===== src/rtl/mat_row_streamer_if.sv =====
// Vector stream bus between the matrix streamer and the complex MAC array.
// The master presents one N-lane complex vector per valid/ready handshake.
interface mat_row_streamer_if #(
  parameter int Width = 8,
  parameter int N     = 4
);
  localparam int IW = $clog2(N);

  logic [N*Width-1:0] OutReal;
  logic [N*Width-1:0] OutImag;
  logic [IW-1:0]      OutIdx;
  logic               OUT_VALID;
  logic               OUT_READY;
  logic               OUT_LAST;

  modport master (
    output OutReal, OutImag, OutIdx, OUT_VALID, OUT_LAST,
    input  OUT_READY
  );

  modport slave (
    input  OutReal, OutImag, OutIdx, OUT_VALID, OUT_LAST,
    output OUT_READY
  );
endinterface


===== src/rtl/mat_row_streamer.sv =====
// Snapshots an NxN complex matrix on START and streams it row- or column-wise,
// one vector per valid/ready transfer.
module mat_row_streamer #(
  parameter int Width = 8,
  parameter int N     = 4
) (
  input  logic                   CLK,
  input  logic                   RST_N,
  input  logic                   START,
  input  logic                   MODE,
  input  logic [N*N*Width-1:0]   MatReal,
  input  logic [N*N*Width-1:0]   MatImag,
  mat_row_streamer_if.master     out,
  output logic                   BUSY,
  output logic                   DONE
);
  localparam int IW = $clog2(N);
  localparam logic [IW-1:0] LAST_IDX = IW'(N - 1);

  localparam logic [0:0] IDLE   = 1'b0;
  localparam logic [0:0] STREAM = 1'b1;

  logic [0:0]           state;
  logic                 mode_q;
  logic [IW-1:0]        idx;
  logic [N*N*Width-1:0] snap_re;
  logic [N*N*Width-1:0] snap_im;
  logic                 done_q;
  logic [N*Width-1:0]   lane_re;
  logic [N*Width-1:0]   lane_im;

  always_ff @(posedge CLK or negedge RST_N) begin
    if (!RST_N) begin
      state   <= IDLE;
      mode_q  <= 1'b0;
      idx     <= '0;
      snap_re <= '0;
      snap_im <= '0;
      done_q  <= 1'b0;
    end else begin
      done_q <= 1'b0;
      case (state)
        IDLE: begin
          if (START) begin
            snap_re <= MatReal;
            snap_im <= MatImag;
            mode_q  <= MODE;
            idx     <= '0;
            state   <= STREAM;
          end
        end
        STREAM: begin
          if (out.OUT_READY) begin
            // idx is left at N-1 on completion so the last vector stays on the bus
            if (idx == LAST_IDX) begin
              state  <= IDLE;
              done_q <= 1'b1;
            end else begin
              idx <= idx + IW'(1);
            end
          end
        end
        default: state <= IDLE;
      endcase
    end
  end

  // Lane k is element (idx,k) in row mode, element (k,idx) in column mode.
  always_comb begin
    lane_re = '0;
    lane_im = '0;
    for (int unsigned k = 0; k < N; k++) begin
      for (int unsigned j = 0; j < N; j++) begin
        if (IW'(j) == idx) begin
          if (mode_q) begin
            lane_re[k*Width +: Width] = snap_re[(k*N + j)*Width +: Width];
            lane_im[k*Width +: Width] = snap_im[(k*N + j)*Width +: Width];
          end else begin
            lane_re[k*Width +: Width] = snap_re[(j*N + k)*Width +: Width];
            lane_im[k*Width +: Width] = snap_im[(j*N + k)*Width +: Width];
          end
        end
      end
    end
  end

  assign out.OutReal   = lane_re;
  assign out.OutImag   = lane_im;
  assign out.OutIdx    = idx;
  assign out.OUT_VALID = (state == STREAM);
  assign out.OUT_LAST  = (state == STREAM) && (idx == LAST_IDX);
  assign BUSY          = (state == STREAM);
  assign DONE          = done_q;
endmodule


===== src/flat_wrapper.sv =====
// flat-port wrapper written by rule: the top's interface ports become plain ports
module mat_row_streamer_flat 
#(
  parameter int Width = 8,
  parameter int N     = 4
)
  (CLK, RST_N, START, MODE, MatReal, MatImag, BUSY, DONE, out_OutReal, out_OutImag, out_OutIdx, out_OUT_VALID, out_OUT_LAST, out_OUT_READY);
  mat_row_streamer_if #(.Width(Width), .N(N)) out_i ();
  input  logic CLK;
  input  logic RST_N;
  input  logic START;
  input  logic MODE;
  input  logic [N*N*Width-1:0] MatReal;
  input  logic [N*N*Width-1:0] MatImag;
  output logic BUSY;
  output logic DONE;
  output wire logic [$bits(out_i.OutReal)-1:0] out_OutReal;
  output wire logic [$bits(out_i.OutImag)-1:0] out_OutImag;
  output wire logic [$bits(out_i.OutIdx)-1:0] out_OutIdx;
  output wire logic [$bits(out_i.OUT_VALID)-1:0] out_OUT_VALID;
  output wire logic [$bits(out_i.OUT_LAST)-1:0] out_OUT_LAST;
  input wire logic [$bits(out_i.OUT_READY)-1:0] out_OUT_READY;
  assign out_OutReal = out_i.OutReal;
  assign out_OutImag = out_i.OutImag;
  assign out_OutIdx = out_i.OutIdx;
  assign out_OUT_VALID = out_i.OUT_VALID;
  assign out_OUT_LAST = out_i.OUT_LAST;
  assign out_i.OUT_READY = out_OUT_READY;
  mat_row_streamer #(.Width(Width), .N(N)) u_core (.CLK(CLK), .RST_N(RST_N), .START(START), .MODE(MODE), .MatReal(MatReal), .MatImag(MatImag), .out(out_i), .BUSY(BUSY), .DONE(DONE));
endmodule

===== config.mk =====
export PLATFORM = sky130hd
export DESIGN_NAME = mat_row_streamer_flat
export DESIGN_NICKNAME = d
export VERILOG_FILES = /design/src/rtl/mat_row_streamer_if.sv /design/src/rtl/mat_row_streamer.sv /design/src/flat_wrapper.sv
export SDC_FILE = /design/constraint.sdc
export NUM_CORES = 1
export LEC_CHECK = 0
export ABC_AREA = 1
export ABC_CLOCK_PERIOD_IN_PS = 1500
export CORE_ASPECT_RATIO = 1.2
export CORE_UTILIZATION = 46
export CTS_CLUSTER_DIAMETER = 60
export CTS_CLUSTER_SIZE = 20
export DETAILED_ROUTE_END_ITERATION = 8
export GPL_TIMING_DRIVEN = 0
export PLACE_DENSITY = 0.8
export SLEW_MARGIN = 20
export SYNTH_ARGS = -nofsm -noshare
export SYNTH_HDL_FRONTEND = slang
export SYNTH_SLANG_ARGS = --single-unit

===== constraint.sdc =====
create_clock -name CLK -period 1.5 [get_ports CLK]
set_input_delay 0.3 -clock CLK [delete_from_list [all_inputs] [get_ports CLK]]
set_output_delay 0.3 -clock CLK [all_outputs]
set_load 0.03 [all_outputs]

==> reports/metrics.cfg <==
[run_status]
status=finished with violations
violations=hold timing, setup timing

[pwr]
seqPwrFrac=0.222
switchingPower_mw=29.2
p_sw_frac=0.513
p_clk_frac=0.129
leakage_nw=10.2
peakVddDrop_uv=1910
p_int_mw=27.8
powerDensity_nw_per_um2=2670
comb_power_share=0.649

[cells_and_area]
final_util=0.718
n_antenna_cell=0
finalInstanceArea_um2=21300
drive_gt1_frac=0.226
syn2layout_area_growth_pct=53.1
nets=2644

[yosys]
syn_area_per_cell_um2=7.03
synthDistinctLibCells=18
synth_seq_cells=261
yosysWarnings=0
synth_nets=2246
syn_inst=1981
ys_seq_area_frac=0.469
synthesis.area_um2=13900

[flow_run]
maxCapViolations=0

[worst_setup_path]
worstReg2RegStart=u_core.out.OutIdx[0]
start_kind=flip-flop
cp_data_arrival_time_ns=2.48
cp_slowest_stage_delay_ns=0.48
end_kind=primary output
timing.rr.end=u_core.out.OutIdx[0]
regToRegSetupSlack_ns=-0.28
crit_fanout=7
worstSetupPathType=reg2out
crit_path_top_delay_cell=dfrtp_2
crit_required_ns=1.20
worstRegToRegCells=10
cp_cell_sequence=inv_4, ha_4, inv_2, nor2_4, buf_12, buf_12, buf_4, nand3_2, nand2_2, nand2_2, a21oi_4, buf_6

[clocking]
clk_pin_slew_ns=0.08
root_buffer=clkbuf_16
cts_tree=yes
cts_buffers=26
cts_htree_levels=1
cts_sinks=261
insertion_delay_ns=0.58
clock_path_buffers=3

[floorplan]
initial_utilization=0.469
die_y_um=193
io_pins=331
rows=69
core-area_um2=29700
dieArea_um2=31000
die_w_um=161

[global_route]
grt_first_pass_wirelength_um=94600
overflow=0
grt_pass1_vias=15400
grtUsageTotal=0.418
antenna_found_initial=0
grt_start_max_net_pins=73

[routing]
route.detailed.drc=0
wl_per_cell_um=23.5
vias=15800
vias_per_cell=5.66
first_iter_violations=1912
detail-route-antenna-nets=0
routed_wl_um=65600
firstDrtPassIters=6

[timing]
fmaxAchievable_ghz=0.360
finalCritPeriodShare=1.85
rsz0062_at_grt=true
setup_viol=73
min_period_ns=2.78
worst_pin_slew_ns=0.750
maxSlewHeadroom=0.500
skew_ns=0.0272
final_max_slew_viol_count=0
worst_hold_slack_ns=-0.361
hold_viol=57
fin_ws_ns=-1.28

[placement]
place_congestion=1.02
port_buffers=330
dpl_cell_area_um2=18300
hpwl_um=49200

[min_path]
hold_class=in2async

==> worst max-delay path by stage <==
stage,startpoint,endpoint
floorplan,u_core.out.OutIdx[0],out_OutImag[25]
global placement,RST_N,u_core.out.OutIdx[1]
detailed placement,u_core.out.OutIdx[0],out_OutImag[9]
CTS,u_core.out.OutIdx[0],out_OutReal[25]
global route,u_core.out.OutIdx[0],out_OutReal[24]
finish,u_core.out.OutIdx[0],out_OutImag[26]
==> repair_timing <==
action                                  4_1_cts  5_1_grt
hold endpoints to repair                     57       57
pin swaps                                    34       51
setup buffers                                12       26
resized for setup                           674      245
cloned                                        3        1
endpoints found under the setup margin      329      324
==> metrics by stage <==
step,TNS [ns],setup WS (ns),power (mW),cells
CTS,-83.51,-1.27,53.3,2766
finish,-77.44,-1.28,57.0,2789
global placement,-3119.77,-12.12,41.9,2701
floorplan,-20.96,-0.367,30.0,1981
global route,-81.42,-1.30,59.5,2789
detailed placement,-236.35,-1.71,42.3,2704
==> state kept, by name, summed over array words and instances (netlist names) <==
name / flops
u_core.mode_q: 1
u_core.snap_im: 128
u_core.BUSY: 1
u_core.out.OutIdx: 2
u_core.snap_re: 128
u_core.DONE: 1
==> cell type report <==
class                   count  area [um2]
plain buffers             138        1170
clock buffers              27         654
clock inverters            21         322
fillers                  2382        8380
inverters                 160         618
multi-input cells        1419        7640
flip-flops and latches    261        6540
well taps                 390         488
repair buffers            373        3890
==> power groups by stage <==
stage / Sequential (mW) / Clock [mW] / Combinational [mW]
final: 12.6 / 7.37 / 37.0
after detailed placement: 12.5 / 0 / 29.8
after CTS: 12.5 / 7.39 / 33.5
after global placement: 12.4 / 0 / 29.5
after global routing: 12.9 / 7.62 / 38.9
after floorplan: 11.8 / 0 / 18.3
==> kinds of logic (layout without fill, tap and decap cells) <==
logic type	count (synthesis)	in the layout	share of synthesized area
AO/OA/AOI/OAI	357	357	0.132
AND/OR/NAND/NOR	1058	1058	0.299
buffers and inverters	301	719	0.0965
adder cells (fa/ha/maj)	4	4	0.00359
flip-flops	261	261	0.469
==> per-layer routing <==
layer | vias up | global-route usage | share of wire
met5 | - | 0 | 0
met4 | 0 | 0.248 | 0.062
met3 | 178 | 0.0466 | 0.079
met2 | 953 | 0.682 | 0.48
met1 | 7595 | 0.539 | 0.38
li1 | 7054 | - | -
==> placed cells by master, fill, tap and decap left out, types with 21 or more instances in the layout <==
master and instances:
nand3_4 45, nand3_1 64, clkbuf_4 26, nand2_4 23, buf_2 31, o21ai_0 181, inv_1 154, nand3_2 39
buf_4 53, a21oi_1 73, dfrtp_1 258, nand2_2 67, clkdlybuf4s50_1 259, buf_6 86, nand2_1 736, nor2_1 81
o211ai_1 21, o21ai_1 22, clkbuf_16 29
==> worst max-delay path, delay by kind of cell, from the launching register on <==
kind	cells	cell delay, ns
buf+inv	6	0.70
flops	1	0.48
simple gates	4	0.41
fa+ha+maj	1	0.15
compound gates	1	0.14
==> synth_stat cells (all sizes together) <==
cell type / count / area share
a21oi: 104 / 0.037
buf: 102 / 0.043
clkbuf: 39 / 0.011
clkinv: 1 / 0.00036
dfrtp: 261 / 0.47
ha: 4 / 0.0036
inv: 159 / 0.043
nand2: 826 / 0.22
nand3: 148 / 0.053
nor2: 84 / 0.023
o211ai: 21 / 0.011
o21ai: 232 / 0.083
Note: power is estimated with default switching activity, not from simulation.
